`src/rtl/score_bcd_encoder.sv`:
```
// Sequential shift-add-3 binary-to-BCD converter, one input bit per cycle.
// Result registers only update on the FINISH edge so the display never sees partial sums.
module score_bcd_add3 (
  input  logic [3:0] din,
  output logic [3:0] dout
);
  assign dout = (din >= 4'd5) ? din + 4'd3 : din;
endmodule

module score_bcd_encoder #(
  parameter int BIN_W  = 14,
  parameter int DIGITS = 4
) (
  input  logic                  clk,
  input  logic                  rst,
  input  logic                  start,
  input  logic [BIN_W-1:0]      bin,
  output logic                  busy,
  output logic                  done,
  output logic                  overflow,
  output logic [4*DIGITS-1:0]   bcd
);
  localparam int          SW      = 4*DIGITS + 4;
  localparam int          CW      = $clog2(BIN_W + 1);
  localparam int unsigned MAX_VAL = 10**DIGITS - 1;

  typedef enum logic [1:0] {IDLE, SHIFT, FINISH} state_t;

  state_t              state_q, state_d;
  logic [BIN_W-1:0]    shift_q, shift_d;
  logic [BIN_W-1:0]    bin_q, bin_d;
  logic [SW-1:0]       scr_q, scr_d;
  logic [CW-1:0]       cnt_q, cnt_d;
  logic [4*DIGITS-1:0] bcd_q, bcd_d;
  logic                ovf_q, ovf_d;
  logic                done_q, done_d;
  logic                ovf_c;

  // One adjuster per scratch digit, guard digit included.
  logic [DIGITS:0][3:0] adj;
  logic [SW-1:0]        adj_flat;
  assign adj_flat = adj;

  for (genvar g = 0; g <= DIGITS; g++) begin : g_dig
    score_bcd_add3 u_add3 (.din(scr_q[4*g +: 4]), .dout(adj[g]));
  end

  // Guard digit covers this config; the direct compare keeps wider BIN_W correct.
  assign ovf_c = (scr_q[SW-1 -: 4] != 4'd0) || (32'(bin_q) > MAX_VAL);

  always_comb begin
    state_d = state_q;
    shift_d = shift_q;
    bin_d   = bin_q;
    scr_d   = scr_q;
    cnt_d   = cnt_q;
    bcd_d   = bcd_q;
    ovf_d   = ovf_q;
    done_d  = 1'b0;
    case (state_q)
      IDLE: begin
        if (start) begin
          shift_d = bin;
          bin_d   = bin;
          scr_d   = '0;
          cnt_d   = CW'(BIN_W);
          state_d = SHIFT;
        end
      end
      SHIFT: begin
        scr_d   = {adj_flat[SW-2:0], shift_q[BIN_W-1]};
        shift_d = {shift_q[BIN_W-2:0], 1'b0};
        cnt_d   = cnt_q - CW'(1);
        if (cnt_q == CW'(1)) state_d = FINISH;
      end
      FINISH: begin
        if (ovf_c) begin
          bcd_d = {DIGITS{4'h9}};
          ovf_d = 1'b1;
        end else begin
          bcd_d = scr_q[4*DIGITS-1:0];
          ovf_d = 1'b0;
        end
        done_d  = 1'b1;
        state_d = IDLE;
      end
      default: state_d = IDLE;
    endcase
  end

  always_ff @(posedge clk) begin
    if (rst) begin
      state_q <= IDLE;
      shift_q <= '0;
      bin_q   <= '0;
      scr_q   <= '0;
      cnt_q   <= '0;
      bcd_q   <= '0;
      ovf_q   <= 1'b0;
      done_q  <= 1'b0;
    end else begin
      state_q <= state_d;
      shift_q <= shift_d;
      bin_q   <= bin_d;
      scr_q   <= scr_d;
      cnt_q   <= cnt_d;
      bcd_q   <= bcd_d;
      ovf_q   <= ovf_d;
      done_q  <= done_d;
    end
  end

  assign busy     = (state_q == SHIFT);
  assign done     = done_q;
  assign overflow = ovf_q;
  assign bcd      = bcd_q;
endmodule

```
`config.mk`:
```
export PLATFORM = sky130hd
export DESIGN_NAME = score_bcd_encoder
export DESIGN_NICKNAME = d
export VERILOG_FILES = /design/src/rtl/score_bcd_encoder.sv
export SDC_FILE = /design/constraint.sdc
export NUM_CORES = 1
export LEC_CHECK = 0
export CAP_MARGIN = 20
export CORE_ASPECT_RATIO = 1.25
export CORE_MARGIN = 3
export CORE_UTILIZATION = 59
export DETAILED_ROUTE_END_ITERATION = 8
export PLACE_DENSITY = 0.84
export SKIP_LAST_GASP = 1
export SLEW_MARGIN = 20
export SYNTH_ARGS = -nofsm -noshare
export SYNTH_HDL_FRONTEND = slang
export SYNTH_HIERARCHICAL = 1
export SYNTH_SLANG_ARGS = --single-unit
export TNS_END_PERCENT = 50
```
`constraint.sdc`:
```
create_clock -name clk -period 2.15 [get_ports clk]
set_input_delay 0.5375 -clock clk [delete_from_list [all_inputs] [get_ports clk]]
set_output_delay 0.5375 -clock clk [all_outputs]
set_load 0.005 [all_outputs]
```
Yosys cells after proc, flatten, opt, wreduce, memory -nomap -nowiden
Cells that the tools add are included.
W data, S select, Z words.
{"block": "classes", "magnitude_cmp": 6, "eq_ne": 5, "n_addsub": 6, "mux": 17, "n_reduce_logical": 7}
{"operator": "$pmux W20 S2", "n": 1}
{"operator": "$pmux W14 S2", "n": 1}
{"operator": "$ge A4 B3 Y1 const B", "n": 5}
{"operator": "$mux W20", "n": 1}
{"operator": "$mux W4", "n": 5}
{"operator": "$add A4 B2 Y4 const B", "n": 4}
{"operator": "$mux W16", "n": 1}
{"operator": "$gt A14 B14 Y1 const B", "n": 1}
{"operator": "$mux W14", "n": 1}
{"operator": "$pmux W4 S2", "n": 1}
{"operator": "$reduce_and A2 Y1", "n": 3}
{"operator": "$eq A4 B1 Y1 const B", "n": 1}
{"operator": "$mux W2", "n": 2}
{"operator": "$pmux W2 S2", "n": 1}
{"operator": "$reduce_bool A4 Y1", "n": 1}
{"operator": "$sub A4 B1 Y4 const B", "n": 1}
{"operator": "$add A3 B2 Y3 const B", "n": 1}
{"operator": "$mux W3", "n": 1}
{"operator": "$eq A2 B1 Y1 const B", "n": 1}
{"operator": "$eq A2 B2 Y1 const B", "n": 1}
{"operator": "$logic_not A2 Y1", "n": 1}
{"operator": "$mux W1", "n": 2}
{"operator": "$ne A2 B1 Y1 const B", "n": 1}
{"operator": "$ne A2 B2 Y1 const B", "n": 1}
{"operator": "2 further kinds", "n": 2}
{"block": "totals", "reg_bits": 72}

Longest topological paths before layout
Gate-level depths: netlist of run 1.
{"block": "depth", "depth_word": 3, "ltp_mapped": 6}

Cells and area by module
The synthesis of run 1 kept the hierarchy.
{"mod": "score_bcd_encoder", "area_per_inst_um2": 2512.4, "cells_per_inst": 259, "instances": 1}
{"mod": "score_bcd_add3", "area_per_inst_um2": 101.3, "cells_per_inst": 16, "instances": 5}

Least setup slack after synthesis of run 1
OpenSTA, ideal clock, no wires.
{"block": "synth_timing", "path_type": "input-to-reg", "from": "in rst", "to": "reg scr_q[4]", "t_required_ns": 2.033, "setup_time_ns": 0.117, "path_slack_ns": 0.596, "t_arrival_ns": 1.437, "path_stages": 5, "path_buffers": 2, "cell_sequence": "clkbuf_1 > inv_1 > and2_1 > buf_2 > a22o_1"}
{"element": "start: declaration", "line_no": "15", "source": "input logic rst,"}
{"element": "end signal: assignment", "line_no": "105", "source": "scr_q <= scr_d;"}
{"element": "end: declaration", "line_no": "32", "source": "logic [SW-1:0] scr_q, scr_d;"}

Final worst setup path of run 1
{"block": "layout_timing", "from": "reg state_q[0]", "to": "out busy"}
{"block": "layout_between", "elab_chain_len": 1}
{"element": "start: declaration", "line_no": "29", "source": "state_t state_q, state_d;"}
{"element": "start signal: assignment", "line_no": "102", "source": "state_q <= state_d;"}
{"element": "$eq A2 B1 Y1", "line_no": "113", "source": "assign busy = (state_q == SHIFT);"}
{"element": "end: declaration", "line_no": "18", "source": "output logic busy,"}
No other way between the ends.

==> results of run 1 <==
-- path summary, 6_finish.rpt --
check / to / cells past startpoint
worst max-delay path: busy / 2
worst min register to register: shift_q[0] / 2
worst max register to register: state_q[1] / 4
worst min-delay path: shift_q[0] / 2
-- through the flow --
stage	worst slack (ns)	util
2_1_floorplan	0.596	-
3_3_place_gp	0.0996	0.699
3_5_place_dp	0.0780	0.699
4_1_cts	0.0243	0.745
5_1_grt	0.0869	0.745
6_report	0.128	0.745
-- cell type report --
class / instances / area, um2 / area share
clock buffer: 12 / 145 / 0.0403
clock inverter: 4 / 72.6 / 0.0201
inverter: 21 / 78.8 / 0.0219
multi-input combinational: 224 / 1440 / 0.399
sequential: 68 / 1360 / 0.378
tap: 60 / 75.1 / 0.0208
timing repair buffer: 44 / 430 / 0.119
-- layer usage --
metal | vias up | GRT usage | part of all wire
met5 | - | 0 | 0
met2 | 65 | 0.408 | 0.53
met3 | 15 | 0.0422 | 0.044
met4 | 0 | 0.125 | 0.026
li1 | 1229 | - | -
met1 | 1157 | 0.221 | 0.40
-- flip-flops by register name (all words and copies together) (netlist names) --
| name | cells |
|---|---|
| bcd | 16 |
| overflow | 1 |
| shift_q | 14 |
| scr_q | 20 |
| state_q | 2 |
| cnt_q | 4 |
| done | 1 |
| bin_q | 10 |
-- worst register-to-register path: stages (launching register included) --
cell,delay [ns]
dfxtp_2,0.39
nor2b_2,0.20
buf_4,0.19
and2_1,0.65
nor3b_2,0.27
-- timing repair --
| item | 4_1_cts | 5_1_grt |
|---|---|---|
| endpoints found under the hold margin | 0 | 0 |
| resized for setup | 1 | 1 |
| setup endpoints to repair | 1 | 1 |
-- power breakdown --
group	switching, mW	internal, mW
combinational	0.113	0.0895
clock	0.471	0.683
sequential	0.0310	1.30
==> results.cfg, run 1 <==
[global_routing]
overflow = 0
grt_max_degree = 39
grt_pass1_vias = 2365
antenna_found_initial = 0
grt_pass1_wl_mm = 10.4
grt_util_all_layers = 0.217

[timing]
hold_ws_ns = 0.457
rsz0062_at_grt = no
fin_crit_sh = 0.941
max_slew_margin = 0.483
period_needed_ns = 2.02
final.setup.tns_ns = 0
final-hold-violation-count = 0
slew_viol_final = 0
clock.fmax_ghz = 0.495
fin_skew_ns = 0.00755
worstMarginPinSlew_ns = 0.776
setup_viol = 0

[critical_path]
ff2ff_setup_slack_ns = 0.39
startpoint = state_q[0]
cp-start-kind = register
max_stage_delay_ns = 0.55
critPathMaxFanout = 5
critPathKind = reg2out
crit_family = buffers and inverters
cp-end-kind = output port
cpMaxStageDelayCell = clkdlybuf4s50_1
worst-path-buf-inv = 1
crit_chain = nor2b_2 -> clkdlybuf4s50_1
r2r-start = state_q[0]
worstPathArrival_ns = 1.48
worstPathRequired_ns = 1.61

[final_layout]
area_growth_pct = 20.1
fin_cells = 433
layout_common_cells = nand2_1, dfxtp_1, clkdlybuf4s50_1
layout-drive-gt1-share = 0.0965
stdcell_area_um2 = 3600
nets = 397
nFillCells = 362
final_common_cell = nand2_1
num_antenna_cells = 0

[route]
drtIter0Drc = 175
drtAntennaViolNets = 0
first_pass_iters = 4
routed_wl_mm = 6.26
vias_per_cell = 5.70
via_count = 2466
wl_per_cell_um = 14.5
drc = 0

[clock_network]
cts_tree = done
h-tree-depth = 3
clk_latency_ns = 0.35
cts_root_buf = clkbuf_8
post-cts-setup-buffer-count = 0
clkSinkCount = 68
path_clk_slew_ns = 0.07
ctsHoldBuffers = 0
clock_path_buffers = 2
cts_buffers = 9

[synth]
yosysWarnings = 6
syn_nets = 364
synthCells = 335
syn_area_per_cell_um2 = 8.95
syn_area_um2 = 3000

[hold_path]
hold_class = reg2reg
min_from = shift_q[0]

[place]
postPlaceCellArea_um2 = 3380
hpwlAfterDp_mm = 4.15
routabilityCongestion = 0.755
io_buffers = 35
post-place-cells = 417

[pwr]
ir_worst_vdd_mv = 0.507
leakage_nw = 1.44
power_mw = 2.69
p_per_area_nw_per_um2 = 747

[floorplan]
dieArea_um2 = 5980
fp.dieH_um = 85.7
num_io_pins = 36
die_w_um = 69.8
core_area_um2 = 4830
fp-row-count = 28
initial_utilization = 0.620

[run_status]
status = finished, final reports clean

[run]
cap_violations = 0
No activity file was read; power rests on OpenSTA's default activity.
==> inputs of run 2 (changes only) <==
CTS_CLUSTER_DIAMETER = 80   (was not set)
==> results of run 2 <==
No change in the layout: final DEF, timing and power equal those of run 1.
==> inputs of run 3 (changes only) <==
CORE_UTILIZATION = 57   (was 59)
CTS_BUF_LIST = sky130_fd_sc_hd__clkbuf_2   (was not set)
GPL_ROUTABILITY_DRIVEN = 1   (was not set)
PLACE_DENSITY = 0.81   (was 0.84)
clock period = 2.2 ns   (was 2.15 ns; I/O delays follow)
==> results.cfg, run 3 (synthesis results as in run 1) <==
[run_status]
status = finished, final reports clean

[pwr]
power_mw = 2.24
comb_power_share = 0.088
seqPwrFrac = 0.581
internal-power_mw = 1.63
leakage_nw = 1.40
p_sw_mw = 0.616
sw_frac_of_total = 0.275
p_per_area_nw_per_um2 = 640
ir_worst_vdd_mv = 0.582
clkPwrFrac = 0.331

[timing]
slew_viol_final = 0
clock.fmax_ghz = 0.514
worstMarginPinSlew_ns = 0.774
fin_crit_sh = 0.884
rsz0062_at_grt = no
max_slew_margin = 0.484
final-hold-violation-count = 0
final.setup.tns_ns = 0
setup_viol = 0
fin_skew_ns = 0.0418
period_needed_ns = 1.94

[floorplan]
fp.dieH_um = 87.1
fp-row-count = 28
dieArea_um2 = 6170
num_io_pins = 36
core_area_um2 = 4900
initial_utilization = 0.611
die_w_um = 70.9

[clock_network]
post-cts-setup-buffer-count = 0
cts_root_buf = clkbuf_2
clkSinkCount = 68
path_clk_slew_ns = 0.23
clock_path_buffers = 2
cts_buffers = 9
cts_tree = done
post_cts_resized = 4
clk_latency_ns = 0.50
h-tree-depth = 3
ctsHoldBuffers = 0

[global_routing]
busiest_layer = met2
overflow = 0
globalRouteMet1Util = 0.235
grt_pass1_vias = 2372
grt_util_all_layers = 0.206
grt_max_degree = 39
grt_pass1_wl_mm = 10.2
antenna_found_initial = 0
use_met2 = 0.372
globalRouteMet3Util = 0.0358

[route]
via_count = 2465
drtIter0Drc = 145
wl_per_cell_um = 13.7
first_pass_iters = 4
drc = 0
vias_per_cell = 5.69
drtAntennaViolNets = 0
routed_wl_mm = 5.94

[final_layout]
nFillCells = 396
largest-register = scr_q
final_common_cell = nand2_1
largest_reg_flops = 20
num_antenna_cells = 0
layout-drive-gt1-share = 0.102
layout_common_cells = nand2_1, dfxtp_1, clkdlybuf4s50_1
fin_cells = 433
area_growth_pct = 16.9
nets = 397

[critical_path]
worstPathRequired_ns = 1.65
critPathKind = reg2out
cp-start-kind = register
max_stage_delay_ns = 0.50
cp-end-kind = output port
critPathMaxFanout = 2
crit_chain = clkdlybuf4s50_1
cpMaxStageDelayCell = clkdlybuf4s50_1
worstPathArrival_ns = 1.39
worst-path-buf-inv = 1
crit_family = buffers and inverters

[place]
routabilityCongestion = 0.771
post-place-cells = 417
io_buffers = 35
hpwlAfterDp_mm = 4.09

[run]
cap_violations = 0

[hold_path]
hold_class = reg2reg
-- run 3: cell types whose count changed in the layout (fill, tap and decap cells not counted) --
cell             before  now
dlygate4sd2_1         0    1
clkbuf_8             10    0
clkbuf_1              2    0
clkbuf_2              0    9
clkinvlp_4            1    3
dfxtp_4               0    1
clkdlybuf4s50_1      35   34
dfxtp_2               1    0
bufinv_16             2    1
inv_6                 0    2
-- run 3: cell type report --
type,instances,area [um2],area share
inverter,21,78.8,0.0225
clock buffer,9,45.0,0.0128
sequential,68,1370,0.389
timing repair buffer,44,429,0.122
multi-input combinational,224,1440,0.410
clock inverter,7,75.1,0.0214
tap,60,75.1,0.0214
-- run 3: metrics by stage --
stage	area (um2)	util	setup slack, ns	hold slack (ns)
2_1_floorplan	3000	-	0.634	0.432
3_3_place_gp	3380	0.689	0.118	0.441
3_5_place_dp	3380	0.689	0.0764	0.443
4_1_cts	3510	0.715	0.224	0.463
5_1_grt	3510	0.715	0.192	0.490
6_report	3510	0.715	0.255	0.464
-- run 3: metal layers --
layer | routed length, um | part of all wire | up-vias
li1 | - | - | 1236
met4 | 69 | 0.012 | 0
met5 | 0 | 0 | -
met3 | 226 | 0.038 | 6
met2 | 2990 | 0.50 | 50
met1 | 2660 | 0.45 | 1173
-- run 3: final timing paths --
path | start | endpoint | slack, ns | cells after the start
hold reg to reg | bin_q[12] | bin_q[12] | 0.46 | 2
setup / recovery | bcd[10] | bcd[10] | 0.26 | 1
hold / removal | bin_q[12] | bin_q[12] | 0.46 | 2
setup reg to reg | state_q[0] | state_q[1] | 0.41 | 4
-- run 3: worst reg2reg max path, stage by stage (launching register included) --
cell,delay (ns)
dfxtp_4,0.42
nor2b_2,0.20
buf_4,0.19
and2_1,0.65
nor3b_2,0.28
-- run 3: power by group through the flow --
stage / combinational, mW / clock, mW / sequential, mW
floorplan: 0.128 / 0 / 1.32
global placement: 0.193 / 0 / 1.33
global route: 0.219 / 0.793 / 1.31
CTS: 0.198 / 0.747 / 1.30
finish: 0.197 / 0.743 / 1.31
detailed placement: 0.198 / 0 / 1.33
